[config.mk]
export PLATFORM = sky130hd
export DESIGN_NAME = sensor_request_scheduler
export DESIGN_NICKNAME = d
export VERILOG_FILES = /design/src/rtl/sensor_request_scheduler.sv
export SDC_FILE = /design/constraint.sdc
export NUM_CORES = 1
export LEC_CHECK = 0
export ABC_AREA = 1
export BUFFER_PORTS_ARGS = -buffer_cell sky130_fd_sc_hd__buf_2
export CELL_PAD_IN_SITES_DETAIL_PLACEMENT = 1
export CELL_PAD_IN_SITES_GLOBAL_PLACEMENT = 2
export CORE_AREA = 10 10 122 124
export CTS_BUF_LIST = sky130_fd_sc_hd__clkbuf_4
export DETAILED_ROUTE_END_ITERATION = 7
export DIE_AREA = 0 0 132 134
export PLACE_DENSITY = 0.86
export REMOVE_ABC_BUFFERS = 1
export SYNTH_ARGS = -nofsm -noshare
export SYNTH_HDL_FRONTEND = slang
export SYNTH_SLANG_ARGS = --single-unit
[constraint.sdc]
create_clock -name clock -period 3.37 [get_ports clock]
set_clock_uncertainty 0.2 [all_clocks]
set_input_delay 0.674 -clock clock [delete_from_list [all_inputs] [get_ports clock]]
set_output_delay 0.674 -clock clock [all_outputs]
set_load 0.02 [all_outputs]
[src/rtl/sensor_request_scheduler.sv]
// Queues UART sensor requests and serves them one at a time in arrival order; SCHED_TIMEOUT_EN adds a WAIT timeout.
// Latency: push to tx_start is 4 clocks minimum with an empty queue and a sensor that answers at once.
// Backpressure: requests arriving while the queue is full are dropped (sticky overflow); tx_busy holds SEND.
module sensor_request_scheduler #(
  parameter int unsigned FIFO_DEPTH     = 4,
  parameter int unsigned NUM_SENSORS    = 1,
  parameter logic [23:0] TIMEOUT_CYCLES = 24'd10_000_000
) (
  input  logic       clock,
  input  logic       reset,
  input  logic       rx_valid,
  input  logic [7:0] rx_command,
  input  logic [7:0] rx_address,
  output logic       sensor_enable,
  output logic [7:0] sensor_command,
  output logic [7:0] sensor_address,
  input  logic       sensor_done,
  input  logic [7:0] sensor_resp_command,
  input  logic [7:0] sensor_resp_value,
  input  logic       tx_busy,
  output logic       tx_start,
  output logic [7:0] tx_command,
  output logic [7:0] tx_value,
  output logic       busy,
  output logic       fifo_full,
  output logic       overflow
);
  localparam int unsigned PW = (FIFO_DEPTH > 1) ? $clog2(FIFO_DEPTH) : 1;
  localparam int unsigned CW = PW + 1;
  localparam logic [CW-1:0] DEPTH = CW'(FIFO_DEPTH);

  typedef enum logic [2:0] {
    S_IDLE,
    S_ISSUE,
    S_WAIT,
    S_SEND,
    S_RELEASE
  } state_t;

  state_t state, state_nxt;

  logic [15:0]   q_mem [FIFO_DEPTH];
  logic [PW-1:0] wr_ptr, rd_ptr;
  logic [CW-1:0] count;
  logic [7:0]    head_addr, head_cmd;
  logic          push, pop, head_in_range;
  logic          capture, load_ef, load_to, fire_tx, timeout_hit;

  // Occupancy is sampled before any same-cycle pop, so a full queue drops even if IDLE pops.
  assign push          = rx_valid && (count < DEPTH);
  assign fifo_full     = (count == DEPTH);
  assign {head_addr, head_cmd} = q_mem[rd_ptr];
  assign head_in_range = (32'(head_addr) < NUM_SENSORS);
  assign busy          = (state != S_IDLE);

  always_ff @(posedge clock) begin
    if (push) q_mem[wr_ptr] <= {rx_address, rx_command};
  end

  always_ff @(posedge clock or posedge reset) begin
    if (reset) begin
      wr_ptr   <= '0;
      rd_ptr   <= '0;
      count    <= '0;
      overflow <= 1'b0;
    end else begin
      if (push) wr_ptr <= wr_ptr + PW'(1);
      if (pop)  rd_ptr <= rd_ptr + PW'(1);
      if (push && !pop)      count <= count + CW'(1);
      else if (pop && !push) count <= count - CW'(1);
      if (rx_valid && !push) overflow <= 1'b1;
    end
  end

`ifdef SCHED_TIMEOUT_EN
  logic [23:0] wait_cnt;

  assign timeout_hit = (wait_cnt == TIMEOUT_CYCLES - 24'd1);

  always_ff @(posedge clock or posedge reset) begin
    if (reset)                 wait_cnt <= '0;
    else if (state == S_ISSUE) wait_cnt <= '0;
    else if (state == S_WAIT)  wait_cnt <= wait_cnt + 24'd1;
  end
`else
  logic unused_timeout;

  assign timeout_hit    = 1'b0;
  assign unused_timeout = ^TIMEOUT_CYCLES;
`endif

  always_ff @(posedge clock or posedge reset) begin
    if (reset) state <= S_IDLE;
    else       state <= state_nxt;
  end

  always_comb begin
    state_nxt = state;
    pop       = 1'b0;
    capture   = 1'b0;
    load_ef   = 1'b0;
    load_to   = 1'b0;
    fire_tx   = 1'b0;
    case (state)
      S_IDLE: begin
        if (count != '0) begin
          pop = 1'b1;
          if (head_in_range) begin
            state_nxt = S_ISSUE;
          end else begin
            load_ef   = 1'b1;
            state_nxt = S_SEND;
          end
        end
      end
      S_ISSUE: state_nxt = S_WAIT;
      S_WAIT: begin
        if (sensor_done) begin
          capture   = 1'b1;
          state_nxt = S_SEND;
        end else if (timeout_hit) begin
          load_to   = 1'b1;
          state_nxt = S_SEND;
        end
      end
      S_SEND: begin
        if (!tx_busy) begin
          fire_tx   = 1'b1;
          state_nxt = S_RELEASE;
        end
      end
      S_RELEASE: begin
        if (!sensor_done) state_nxt = S_IDLE;
      end
      default: state_nxt = S_IDLE;
    endcase
  end

  // Request bytes stay latched from the pop until the next pop, covering ISSUE through RELEASE.
  always_ff @(posedge clock or posedge reset) begin
    if (reset) begin
      sensor_enable  <= 1'b0;
      sensor_command <= 8'h00;
      sensor_address <= 8'h00;
      tx_start       <= 1'b0;
      tx_command     <= 8'h00;
      tx_value       <= 8'h00;
    end else begin
      tx_start <= fire_tx;
      if (pop) begin
        sensor_command <= head_cmd;
        sensor_address <= head_addr;
      end
      if (pop && head_in_range) sensor_enable <= 1'b1;
      else if (fire_tx)         sensor_enable <= 1'b0;
      if (load_ef)      {tx_command, tx_value} <= 16'hEFEF;
      else if (load_to) {tx_command, tx_value} <= 16'h1F1F;
      else if (capture) {tx_command, tx_value} <= {sensor_resp_command, sensor_resp_value};
    end
  end

endmodule
==> results.sh <==
export IMPL_synth_area_sq_mm=0.00448
export IMPL_status="completed"
export IMPL_cts_buffers=9
export IMPL_fin_setup_tns_ps=0
export IMPL_first_global_vias=3375
export IMPL_r2r_start="state[2]"
export IMPL_track_usage_pct=12.6
export IMPL_rows=41
export IMPL_synthArstFlopShare_pct=41.3
export IMPL_placedCellCount=652
export IMPL_clk_path_buf_depth=2
export IMPL_yosysWarnings=0
export IMPL_cts_sinks=109
export IMPL_highest_layer="met4"
export IMPL_via_per_inst=4.65
export IMPL_finalNonFillerCells=668
export IMPL_period_minus_slack_ps=2490
export IMPL_path_clk_slew_ps=170
export IMPL_vdd_drop_max_v=0.000376
export IMPL_met1_length_um=5030
export IMPL_ys_seq_area_share_pct=68.1
export IMPL_cts_htree_levels=3
export IMPL_cp_max_fo=18
export IMPL_areaGrowthSynthToFinish_pct=15.2
export IMPL_nNetsFinal=534
export IMPL_cts_hold_buf=0
export IMPL_yosys_area_top_type="edfxtp_1"
export IMPL_p_per_area_mw_per_mm2=913
export IMPL_synth_most_common_cell="nand2_1"
export IMPL_routed_wl_met3_um=420
export IMPL_path_class="register to register"
export IMPL_tightest_slew_ps=655
export IMPL_dominantRegCellSynth="edfxtp_1"
export IMPL_synth_seq_cells=109
export IMPL_max_freq_mhz=402
export IMPL_cts_tree="done"
export IMPL_synth_common_cells="110 x nand2_1, 64 x edfxtp_1, 52 x nor2_1"
export IMPL_worstRegToRegCells=9
export IMPL_maxCapViolations=0
export IMPL_synth_edff_count=64
export IMPL_die_y_um=134
export IMPL_final_layout_size_suffix_gt1_share_pct=21.4
export IMPL_grt_start_max_net_pins=33
export IMPL_start_util_pct=35.9
export IMPL_cts_resized=0
export IMPL_vias=3106
export IMPL_drc=0
export IMPL_synthTopCellsByArea="edfxtp_1 43%, dfrtp_1 25%, nand2_1 9.2%"
export IMPL_wire_per_inst_um=16.1
export IMPL_gr_total_overflow=0
export IMPL_core_area_sq_mm=0.0125
export IMPL_rsz0062_at_grt="false"
export IMPL_power_mw=4.71
export IMPL_portBuffers=73
export IMPL_maxSlewViolCount=0
export IMPL_gp_congestion=0.724
export IMPL_die_w_um=132
export IMPL_final_cell_area_sq_mm=0.00516
export IMPL_drtIter0Drc=116
export IMPL_synth_cells=415
export IMPL_setup_viol=0
export IMPL_arrival_ps=2660
export IMPL_n_antenna_cell=0
export IMPL_r2r_end="count[1]"
export IMPL_dpl_cell_area_sq_mm=0.00500
export IMPL_hold_viol=0
export IMPL_hpwl_um=7540
export IMPL_wl_met2_um=5140
export IMPL_worstPathRequired_ps=3540
export IMPL_avgSynthCellArea_sq_um=10.8
export IMPL_ios=74
export IMPL_postRouteWirelength_um=10700
export IMPL_grt_pass1_wl_um=17700
export IMPL_cp_end_kind="register"
export IMPL_antenna_left=0
export IMPL_insertion_delay_ps=480
export IMPL_cts_root_buffer_cell="clkbuf_4"
export IMPL_p_leak_nw=2.29
export IMPL_synth_top_area_share_pct=42.9
export IMPL_ys_types=28
export IMPL_startpoint_type="register"
export IMPL_antenna_found_initial=0
export IMPL_hp_class="input port to async pin"
export IMPL_drtPass1Iterations=4
export IMPL_die_area_sq_mm=0.0177
export IMPL_max_slew_margin_pct=56.2
export IMPL_min_period_over_period_pct=73.8
export IMPL_r2r_slack_ps=880
export IMPL_post_cts_repair_setup_buffers=0
==> layout make-up <==
cell class,count,area [sq um]
flip-flops and latches,109,3050
repair buffers,83,440
multi-input cells,255,1170
clock inverters,7,88.8
fillers,1401,7310
inverters,33,124
well taps,172,215
clock buffers,9,67.6
==> cell usage in the layout (no fill, tap or decap) <==
cell type   Yosys  final
nand2_1       110    110
buf_2           9     73
edfxtp_1       64     64
nor2_1         52     52
dfrtp_1        45     45
nand3_1        33     33
inv_1          30     29
o21ai_0        27     27
buf_4           1     10
clkbuf_4        0      9
a31oi_1         8      8
ha_1            5      5
inv_2           3      4
xor2_1          4      4
o21ai_1         3      3
nor3_1          2      2
nor2_2          2      2
nand2_2         2      2
clkinv_1        0      2
bufinv_16       0      2
or2_1           1      1
a21oi_1         1      1
a21o_1          1      1
xnor2_1         1      1
mux2_2          1      1
mux2i_1         1      1
fa_1            1      1
clkinvlp_4      0      1
clkinv_2        0      1
inv_6           0      1
==> worst max-delay path, stage by stage, from the launching register on <==
cell and delay [ps]:
dfrtp_1 440, or2_1 270, nor2_1 130, inv_1 80, nor2_2 120, inv_2 150
ha_1 210, inv_1 90, fa_1 410, mux2_2 270
==> where the power goes <==
group          internal (mW)  switching [mW]  leakage [nW]
Combinational          0.628            1.37          1.10
Sequential              1.80           0.192          1.12
Clock                  0.298           0.423        0.0814
Total                   2.73            1.98          2.29
==> worst max-delay path by stage <==
| stage | to | startpoint |
|---|---|---|
| 5_1_grt | count[2] | count[0] |
| 3_3_place_gp | count[2] | count[0] |
| 3_5_place_dp | count[1] | state[2] |
| 6_report | count[1] | state[2] |
| 4_1_cts | count[1] | state[2] |
| 2_1_floorplan | count[1] | state[2] |
==> kinds of logic after synthesis <==
logic type	Yosys count	share of synthesized area (%)
simple gates	202	18.2
flops	109	68.1
buf+inv	51	5.70
compound gates	40	4.75
fa+ha+maj	6	1.84
xor+xnor	5	0.978
mux	2	0.475
==> per-layer routing <==
metal,vias to the layer above,track usage [%]
met2,72,20.7
met1,1512,15.8
li1,1511,-
met5,-,0
met3,11,2.76
met4,0,4.70
==> through the flow <==
stage                     util, %  hold slack (ps)  setup slack, ps
after floorplan                 -              273              488
after global placement       40.1              243              967
after detailed placement     40.1              285              874
after CTS                    41.4             30.8              853
after global routing         41.4             65.6              700
final                        41.4             44.1              882
==> flip-flops by register name (all words and copies together) (netlist names) <==
signal,cells
q_mem,64
sensor_address,8
sensor_command,8
tx_command,8
tx_value,8
count,3
state,3
rd_ptr,2
wr_ptr,2
overflow,1
sensor_enable,1
tx_start,1
No activity file was read; power rests on OpenSTA's default activity.
